==> config.mk <==
export PLATFORM = sky130hd
export DESIGN_NAME = axis_pattern_gen
export DESIGN_NICKNAME = d
export VERILOG_FILES = /design/src/rtl/axis_pattern_gen.sv
export SDC_FILE = /design/constraint.sdc
export NUM_CORES = 1
export LEC_CHECK = 0
export ABC_AREA = 1
export BUFFER_PORTS_ARGS = -buffer_cell sky130_fd_sc_hd__buf_2
export CAP_MARGIN = 20
export CORE_MARGIN = 5
export CORE_UTILIZATION = 60
export DETAILED_ROUTE_END_ITERATION = 8
export PLACE_DENSITY = 0.92
export SLEW_MARGIN = 30
export SYNTH_ARGS = -nofsm -noshare
export SYNTH_HDL_FRONTEND = slang
export SYNTH_SLANG_ARGS = --single-unit
==> constraint.sdc <==
create_clock -name AXIS_VID_ACLK -period 6.07 [get_ports AXIS_VID_ACLK]
set_input_delay 0.9105 -clock AXIS_VID_ACLK [delete_from_list [all_inputs] [get_ports AXIS_VID_ACLK]]
set_output_delay 0.9105 -clock AXIS_VID_ACLK [all_outputs]
set_load 0.01 [all_outputs]
==> src/rtl/axis_pattern_gen.sv <==
// -----------------------------------------------------------------------------
// axis_pattern_gen
//   AXI4-Stream video test-pattern source. Emits frames of H_ACTIVE x V_ACTIVE
//   pixels and selects one of four patterns per frame. Honours TREADY
//   backpressure, counts completed frames and stops only at a frame boundary.
//
// Parameters
//   H_ACTIVE    active pixels per line (multiple of 8, >= 8)
//   V_ACTIVE    active lines per frame (>= 1)
//   COMP_WIDTH  bits per colour component; TDATA is 3*COMP_WIDTH, {R,B,G}
//   CHECK_LOG2  checkerboard square edge is 2^CHECK_LOG2 pixels (< 16)
//
// Ports
//   AXIS_VID_ACLK    in   clock, rising edge
//   AXIS_VID_ARESET  in   synchronous active-high reset
//   AXIS_VID_TDATA   out  pixel {R,B,G}
//   AXIS_VID_TLAST   out  end of line
//   AXIS_VID_TUSER   out  start of frame
//   AXIS_VID_TVALID  out  beat valid
//   AXIS_VID_TREADY  in   sink ready
//   MODE             in   0 bars, 1 grey ramp, 2 checkerboard, 3 solid COLOR
//   COLOR            in   solid colour for MODE 3
//   GO               in   level; high requests frames
//   RUN              out  frame in progress
//   FRAME_CNT        out  completed frames since reset (wraps)
//
// Build option
//   AXIS_PATTERN_SCROLL_EN  when defined, ramp and checkerboard use
//                           x + FRAME_CNT so those patterns scroll one pixel
//                           per frame.
// -----------------------------------------------------------------------------
module axis_pattern_gen #(
  parameter int H_ACTIVE   = 640,
  parameter int V_ACTIVE   = 480,
  parameter int COMP_WIDTH = 8,
  parameter int CHECK_LOG2 = 5
) (
  input  logic                    AXIS_VID_ACLK,
  input  logic                    AXIS_VID_ARESET,
  output logic [3*COMP_WIDTH-1:0] AXIS_VID_TDATA,
  output logic                    AXIS_VID_TLAST,
  output logic                    AXIS_VID_TUSER,
  output logic                    AXIS_VID_TVALID,
  input  logic                    AXIS_VID_TREADY,
  input  logic [1:0]              MODE,
  input  logic [3*COMP_WIDTH-1:0] COLOR,
  input  logic                    GO,
  output logic                    RUN,
  output logic [15:0]             FRAME_CNT
);

  localparam int XW   = (H_ACTIVE > 1) ? $clog2(H_ACTIVE) : 1;
  localparam int YW   = (V_ACTIVE > 1) ? $clog2(V_ACTIVE) : 1;
  localparam int BARW = H_ACTIVE / 8;
  localparam int BCW  = (BARW > 1) ? $clog2(BARW) : 1;
  localparam int DW   = 3 * COMP_WIDTH;
  // Zero-extended coordinate width, wide enough that any bit the patterns
  // select (component bits, checker bit) exists and reads as 0 past x/y.
  localparam int EW   = XW + YW + COMP_WIDTH + 16;

  localparam logic [XW-1:0]  X_LAST = XW'(H_ACTIVE - 1);
  localparam logic [YW-1:0]  Y_LAST = YW'(V_ACTIVE - 1);
  localparam logic [BCW-1:0] B_LAST = BCW'(BARW - 1);

  typedef enum logic {S_IDLE = 1'b0, S_ACTIVE = 1'b1} state_t;

  state_t          r_state, w_state_nxt;
  logic            w_load;      // present a new beat on this edge
  logic            w_restart;   // new beat is pixel (0,0) of a new frame

  logic [XW-1:0]   r_x, w_x_n;
  logic [YW-1:0]   r_y, w_y_n;
  logic [2:0]      r_bar, w_bar_n;
  logic [BCW-1:0]  r_bcnt, w_bcnt_n;
  logic [1:0]      r_mode, w_mode_n;
  logic [DW-1:0]   r_color, w_color_n;
  logic [15:0]     r_fcnt, w_fcnt_n;

  logic [DW-1:0]   r_tdata, w_pix;
  logic            r_tlast, r_tuser, r_tvalid, r_run;

  logic            w_acc, w_eol, w_eof;
  logic [XW-1:0]   w_xs;
  logic [EW-1:0]   w_xe, w_ye;
  logic [COMP_WIDTH-1:0] w_grey;
  logic            w_unused;

  assign w_acc = r_tvalid & AXIS_VID_TREADY;
  assign w_eol = (r_x == X_LAST);
  assign w_eof = w_eol & (r_y == Y_LAST);

  // ---------------------------------------------------------------- FSM
  always_ff @(posedge AXIS_VID_ACLK) begin
    if (AXIS_VID_ARESET) r_state <= S_IDLE;
    else                 r_state <= w_state_nxt;
  end

  always_comb begin
    w_state_nxt = r_state;
    w_load      = 1'b0;
    w_restart   = 1'b0;
    case (r_state)
      S_IDLE: begin
        if (GO) begin
          w_state_nxt = S_ACTIVE;
          w_load      = 1'b1;
          w_restart   = 1'b1;
        end
      end
      S_ACTIVE: begin
        if (w_acc) begin
          if (w_eof) begin
            // Frame boundary: chain straight into the next frame or stop.
            if (GO) begin
              w_load    = 1'b1;
              w_restart = 1'b1;
            end else begin
              w_state_nxt = S_IDLE;
            end
          end else begin
            w_load = 1'b1;
          end
        end
      end
      default: w_state_nxt = S_IDLE;
    endcase
  end

  // ------------------------------------------------- next beat position
  always_comb begin
    w_x_n    = r_x + 1'b1;
    w_y_n    = r_y;
    w_bar_n  = r_bar;
    w_bcnt_n = r_bcnt + 1'b1;
    if (w_restart || w_eol) begin
      w_x_n    = '0;
      w_bar_n  = '0;
      w_bcnt_n = '0;
      w_y_n    = w_restart ? '0 : r_y + 1'b1;
    end else if (r_bcnt == B_LAST) begin
      // Bar index steps every H_ACTIVE/8 pixels without a divider.
      w_bcnt_n = '0;
      w_bar_n  = r_bar + 1'b1;
    end
  end

  assign w_mode_n  = w_restart ? MODE  : r_mode;
  assign w_color_n = w_restart ? COLOR : r_color;
  // FRAME_CNT as it will read while the new beat is on the bus.
  assign w_fcnt_n  = r_fcnt + {15'd0, (w_acc & w_eof)};

  // ------------------------------------------------------ pixel content
`ifdef AXIS_PATTERN_SCROLL_EN
  logic [XW+15:0] w_sum;
  assign w_sum    = {16'd0, w_x_n} + {{XW{1'b0}}, w_fcnt_n};
  assign w_xs     = w_sum[XW-1:0];
  assign w_unused = ^{w_xe, w_ye, w_sum};
`else
  assign w_xs     = w_x_n;
  assign w_unused = ^{w_xe, w_ye};
`endif

  assign w_xe   = {{(EW-XW){1'b0}}, w_xs};
  assign w_ye   = {{(EW-YW){1'b0}}, w_y_n};
  assign w_grey = w_xe[COMP_WIDTH-1:0];

  always_comb begin
    w_pix = '0;
    case (w_mode_n)
      // white, yellow, cyan, green, magenta, red, blue, black:
      // R on when bar[1]=0, B on when bar[0]=0, G on when bar[2]=0.
      2'd0: w_pix = {{COMP_WIDTH{~w_bar_n[1]}},
                     {COMP_WIDTH{~w_bar_n[0]}},
                     {COMP_WIDTH{~w_bar_n[2]}}};
      2'd1: w_pix = {w_grey, w_grey, w_grey};
      2'd2: w_pix = (w_xe[CHECK_LOG2] ^ w_ye[CHECK_LOG2]) ? '0 : '1;
      default: w_pix = w_color_n;
    endcase
  end

  // ---------------------------------------------------------- datapath
  always_ff @(posedge AXIS_VID_ACLK) begin
    if (AXIS_VID_ARESET) begin
      r_x      <= '0;
      r_y      <= '0;
      r_bar    <= '0;
      r_bcnt   <= '0;
      r_mode   <= '0;
      r_color  <= '0;
      r_fcnt   <= '0;
      r_tdata  <= '0;
      r_tlast  <= 1'b0;
      r_tuser  <= 1'b0;
      r_tvalid <= 1'b0;
      r_run    <= 1'b0;
    end else begin
      r_fcnt   <= w_fcnt_n;
      r_tvalid <= (w_state_nxt == S_ACTIVE);
      r_run    <= (w_state_nxt == S_ACTIVE);
      // Beat registers only move on load, so a stalled beat holds.
      if (w_load) begin
        r_x     <= w_x_n;
        r_y     <= w_y_n;
        r_bar   <= w_bar_n;
        r_bcnt  <= w_bcnt_n;
        r_mode  <= w_mode_n;
        r_color <= w_color_n;
        r_tdata <= w_pix;
        r_tlast <= (w_x_n == X_LAST);
        r_tuser <= w_restart;
      end
    end
  end

  assign AXIS_VID_TDATA  = r_tdata;
  assign AXIS_VID_TLAST  = r_tlast;
  assign AXIS_VID_TUSER  = r_tuser;
  assign AXIS_VID_TVALID = r_tvalid;
  assign RUN             = r_run;
  assign FRAME_CNT       = r_fcnt;

endmodule

==> metrics.txt <==
Placed Area=5210 um^2; Die Wd=99.9 um; Hold Path Class=register to register; sum of routed wire length over all layers=11.2 mm; post-route standard cell area excluding fillers=5420 um^2; number of nets in the layout=780; FF+latch count, synth=98; cell type contributing the most total cell area after synthesis=sky130_fd_sc_hd__dfxtp_1; clock-pin transition on the worst setup and hold timing paths=0.09 ns; count of distinct cell types in the synthesized netlist=42; post-detailed-route DRC marker count=0; run status=completed; total buffers and inverters traversed by the critical path=1; setup repair after global routing missed its margin=no; launching point of the worst reg2reg path=r_x[0]; number of instances resized during post-cts repair=0; first-pass GRT wire length=19.0 mm; data arrival at the endpoint of the critical path=3.43 ns; stage delay of the slowest cell on the critical path=0.40 ns; number of buffers added for setup after CTS=0; sequential-to-total area share from yosys stat=40.5%; TritonCTS clock tree=done; # clock sinks=98; antenna diode count=0; GP Congestion=0.859; total power of the final layout=0.00142 W; number of levels in the clock H-tree=3; worst reg2reg setup slack=2.94 ns; maxcap violations=0; Clock Tree Root=sky130_fd_sc_hd__clkbuf_8; die area=9970 um^2; HPWL after DPL=7.91 mm; CP Max Fanout=4; GRT met1 Usage=28.4%; prevailing post-synth register cell=sky130_fd_sc_hd__dfxtp_1; leftover overflow at the end of global routing=0; Initial Util=62.1%; destination of the worst register-to-register timing path=FRAME_CNT[14]; most frequent cells after synthesis=sky130_fd_sc_hd__nand2_1, sky130_fd_sc_hd__dfxtp_1, sky130_fd_sc_hd__nor2_1; clock tree skew after final layout=0.00674 ns; proportion of synthesized flip-flops having asynchronous set or reset=0%; synthesized area per cell=7.08 um^2; Max-Slew Margin vs Limit=45.0%; number of global-route vias before repair=4,366; combinational share of power=18.7%; Critical Path Sink=FRAME_CNT[14]; setup total negative slack=0 ns; switching power as a share of total power=30.1%; number of CTS-inserted buffers=9; worst endpoint required time=6.37 ns; highest ir drop seen on vdd=0.000156 V; worst-margin pin slew=0.825 ns; cell count after synthesis=684; final worst setup slack=2.94 ns; sequential cell area=1960 um^2; number of vias in the routed layout=4,505; worst setup path start=r_x[0]; worst skew pair latency=0.36 ns; share of the core filled with cells=69.5%; average detailed-routed wire length per instance=13.1 um; busiest grt layer=met2; floorplan core area=7810 um^2; power per cell area=262 nW/um^2; Area growth, synth to finish=11.9%; share of final-layout standard cells stronger than drive strength 1=20.4%; leakage power summed over all cells=2.47 nW; final clock period utilization by the worst path=51.6%; endpoints failing setup=0; biggest area contributors in the synthesized netlist=sky130_fd_sc_hd__dfxtp_1, sky130_fd_sc_hd__nand2_1, sky130_fd_sc_hd__nor2_1; grt met3 use=3.82%; startpoint types=register; number of I/O port buffers=73; grt met2 use=39.7%; y dimension of the die=99.9 um; number of hold violations in the final report=0; clk buf depth=2; number of synthesized flops with an enable pin=0; antenna violations before repair=0; number of nets with antenna violations after detailed routing=0; internal power contribution=0.000992 W; hold-fix buffers at CTS=0; logic depth of the worst setup path including buffers=17; number of vias per cell=5.29; sort of element at the end of the critical path=register; register share of total power=50.2%; depth of the worst register-to-register path=17; most frequently used cell type in the post-synthesis netlist=sky130_fd_sc_hd__nand2_1; Syn. warnings=0; time the worst path needs with I/O delays and setup=3.13 ns; number of standard-cell rows in the floorplan=32; largest net degree at the start of global routing=65; Max Fclk=320 MHz; router iterations before antenna repair=5; worst slack at placement=2.46 ns; GRT Resource Usage Total=22.9%; filler instances=607; critical path start-end classification=register to register; Post-Syn Nets=720; final number of max-transition violations=0; Critical Path, Cell by Cell=ha_1, nand2_1, nor2_1, nand2_1, nor2_2, nand3_2, inv_1, ha_1, ha_1, nand2_1, nor3_1, nand3_1, nor3_1, nand4_1, nor2_1, o21ai_0, a21oi_1; relative contribution of the clock network to total power=31.1%; mapped cell area=4840 um^2; fraction of post-synthesis cell area in the top cell type by area=40.5%; Iteration-0 DRC Markers=325; switching power summed over all nets=0.000428 W; Slowest-stage cell, CP=sky130_fd_sc_hd__dfxtp_1; boundary pin count=74; CP top delay family=simple AND/OR/NAND/NOR gates; multi-input combinational cell area=2440 um^2
[logic make-up (layout without fill, tap and decap cells)]
kind of cell | Yosys count | in the layout | share of synthesized area, %
simple gates | 351 | 351 | 32.3
compound gates | 112 | 112 | 14.4
buf+inv | 105 | 170 | 9.17
flops | 98 | 98 | 40.5
xor+xnor | 12 | 12 | 2.17
fa+ha+maj | 6 | 6 | 1.55
[worst min-delay path by stage]
stage | start | end | slack (ns) | depth (start not counted)
floorplan | r_y[7] | r_y[7] | 0.45 | 1
global placement | FRAME_CNT[15] | FRAME_CNT[15] | 0.45 | 2
detailed placement | AXIS_VID_TUSER | AXIS_VID_TUSER | 0.45 | 2
CTS | AXIS_VID_TUSER | AXIS_VID_TUSER | 0.46 | 2
global route | AXIS_VID_TUSER | AXIS_VID_TUSER | 0.50 | 2
finish | AXIS_VID_TUSER | AXIS_VID_TUSER | 0.46 | 2
[per-stage QoR]
step | hold slack (ns) | std cells
2_1_floorplan | 0.446 | 684
3_3_place_gp | 0.447 | 835
3_5_place_dp | 0.450 | 835
4_1_cts | 0.463 | 851
5_1_grt | 0.500 | 851
6_report | 0.461 | 851
[registers in the layout, summed over array words and instances, names as in the netlist]
register / count
AXIS_VID_TLAST: 1
r_bar: 3
r_y: 9
FRAME_CNT: 16
r_mode: 2
r_bcnt: 7
AXIS_VID_TDATA: 24
r_x: 10
AXIS_VID_TUSER: 1
r_color: 24
RUN: 1
[placed cells by master (no fill, tap or decap), drive strengths merged, types with 10 or more instances in the layout]
cell type / n
dfxtp: 98
buf: 75
nor2: 85
nand2: 194
a21oi: 53
clkbuf: 11
o21ai: 47
inv: 74
nand3: 21
nor3: 10
or2: 24
[cell type report]
| class | instances | area share (%) |
|---|---|---|
| inverters | 79 | 5.54 |
| clock buffers | 11 | 2.79 |
| multi-input cells | 481 | 45.0 |
| clock inverters | 5 | 1.15 |
| repair buffers | 75 | 7.01 |
| well taps | 102 | 2.35 |
| flip-flops and latches | 98 | 36.2 |
[routing by layer]
| metal | vias to the layer above | share of wire (%) |
|---|---|---|
| met4 | 0 | 1.7 |
| met1 | 2057 | 42 |
| met5 | - | 0 |
| met2 | 152 | 50 |
| li1 | 2274 | - |
| met3 | 22 | 6.2 |
[worst reg2reg max path: stages (launching register included)]
cell and delay, ns:
sky130_fd_sc_hd__dfxtp_1 0.40, sky130_fd_sc_hd__ha_1 0.24, sky130_fd_sc_hd__nand2_1 0.07, sky130_fd_sc_hd__nor2_1 0.10, sky130_fd_sc_hd__nand2_1 0.09, sky130_fd_sc_hd__nor2_2 0.15
sky130_fd_sc_hd__nand3_2 0.12, sky130_fd_sc_hd__inv_1 0.10, sky130_fd_sc_hd__ha_1 0.17, sky130_fd_sc_hd__ha_1 0.16, sky130_fd_sc_hd__nand2_1 0.07, sky130_fd_sc_hd__nor3_1 0.29
sky130_fd_sc_hd__nand3_1 0.17, sky130_fd_sc_hd__nor3_1 0.38, sky130_fd_sc_hd__nand4_1 0.17, sky130_fd_sc_hd__nor2_1 0.16, sky130_fd_sc_hd__o21ai_0 0.09, sky130_fd_sc_hd__a21oi_1 0.15
[power groups by stage]
stage	Clock (W)	Sequential (W)	Combinational (W)
3_3_place_gp	0	0.000724	0.000251
4_1_cts	0.000444	0.000712	0.000264
6_report	0.000442	0.000712	0.000266
3_5_place_dp	0	0.000726	0.000261
2_1_floorplan	0	0.000730	0.000186
5_1_grt	0.000476	0.000717	0.000297
Power figures use the tool's default switching activity.
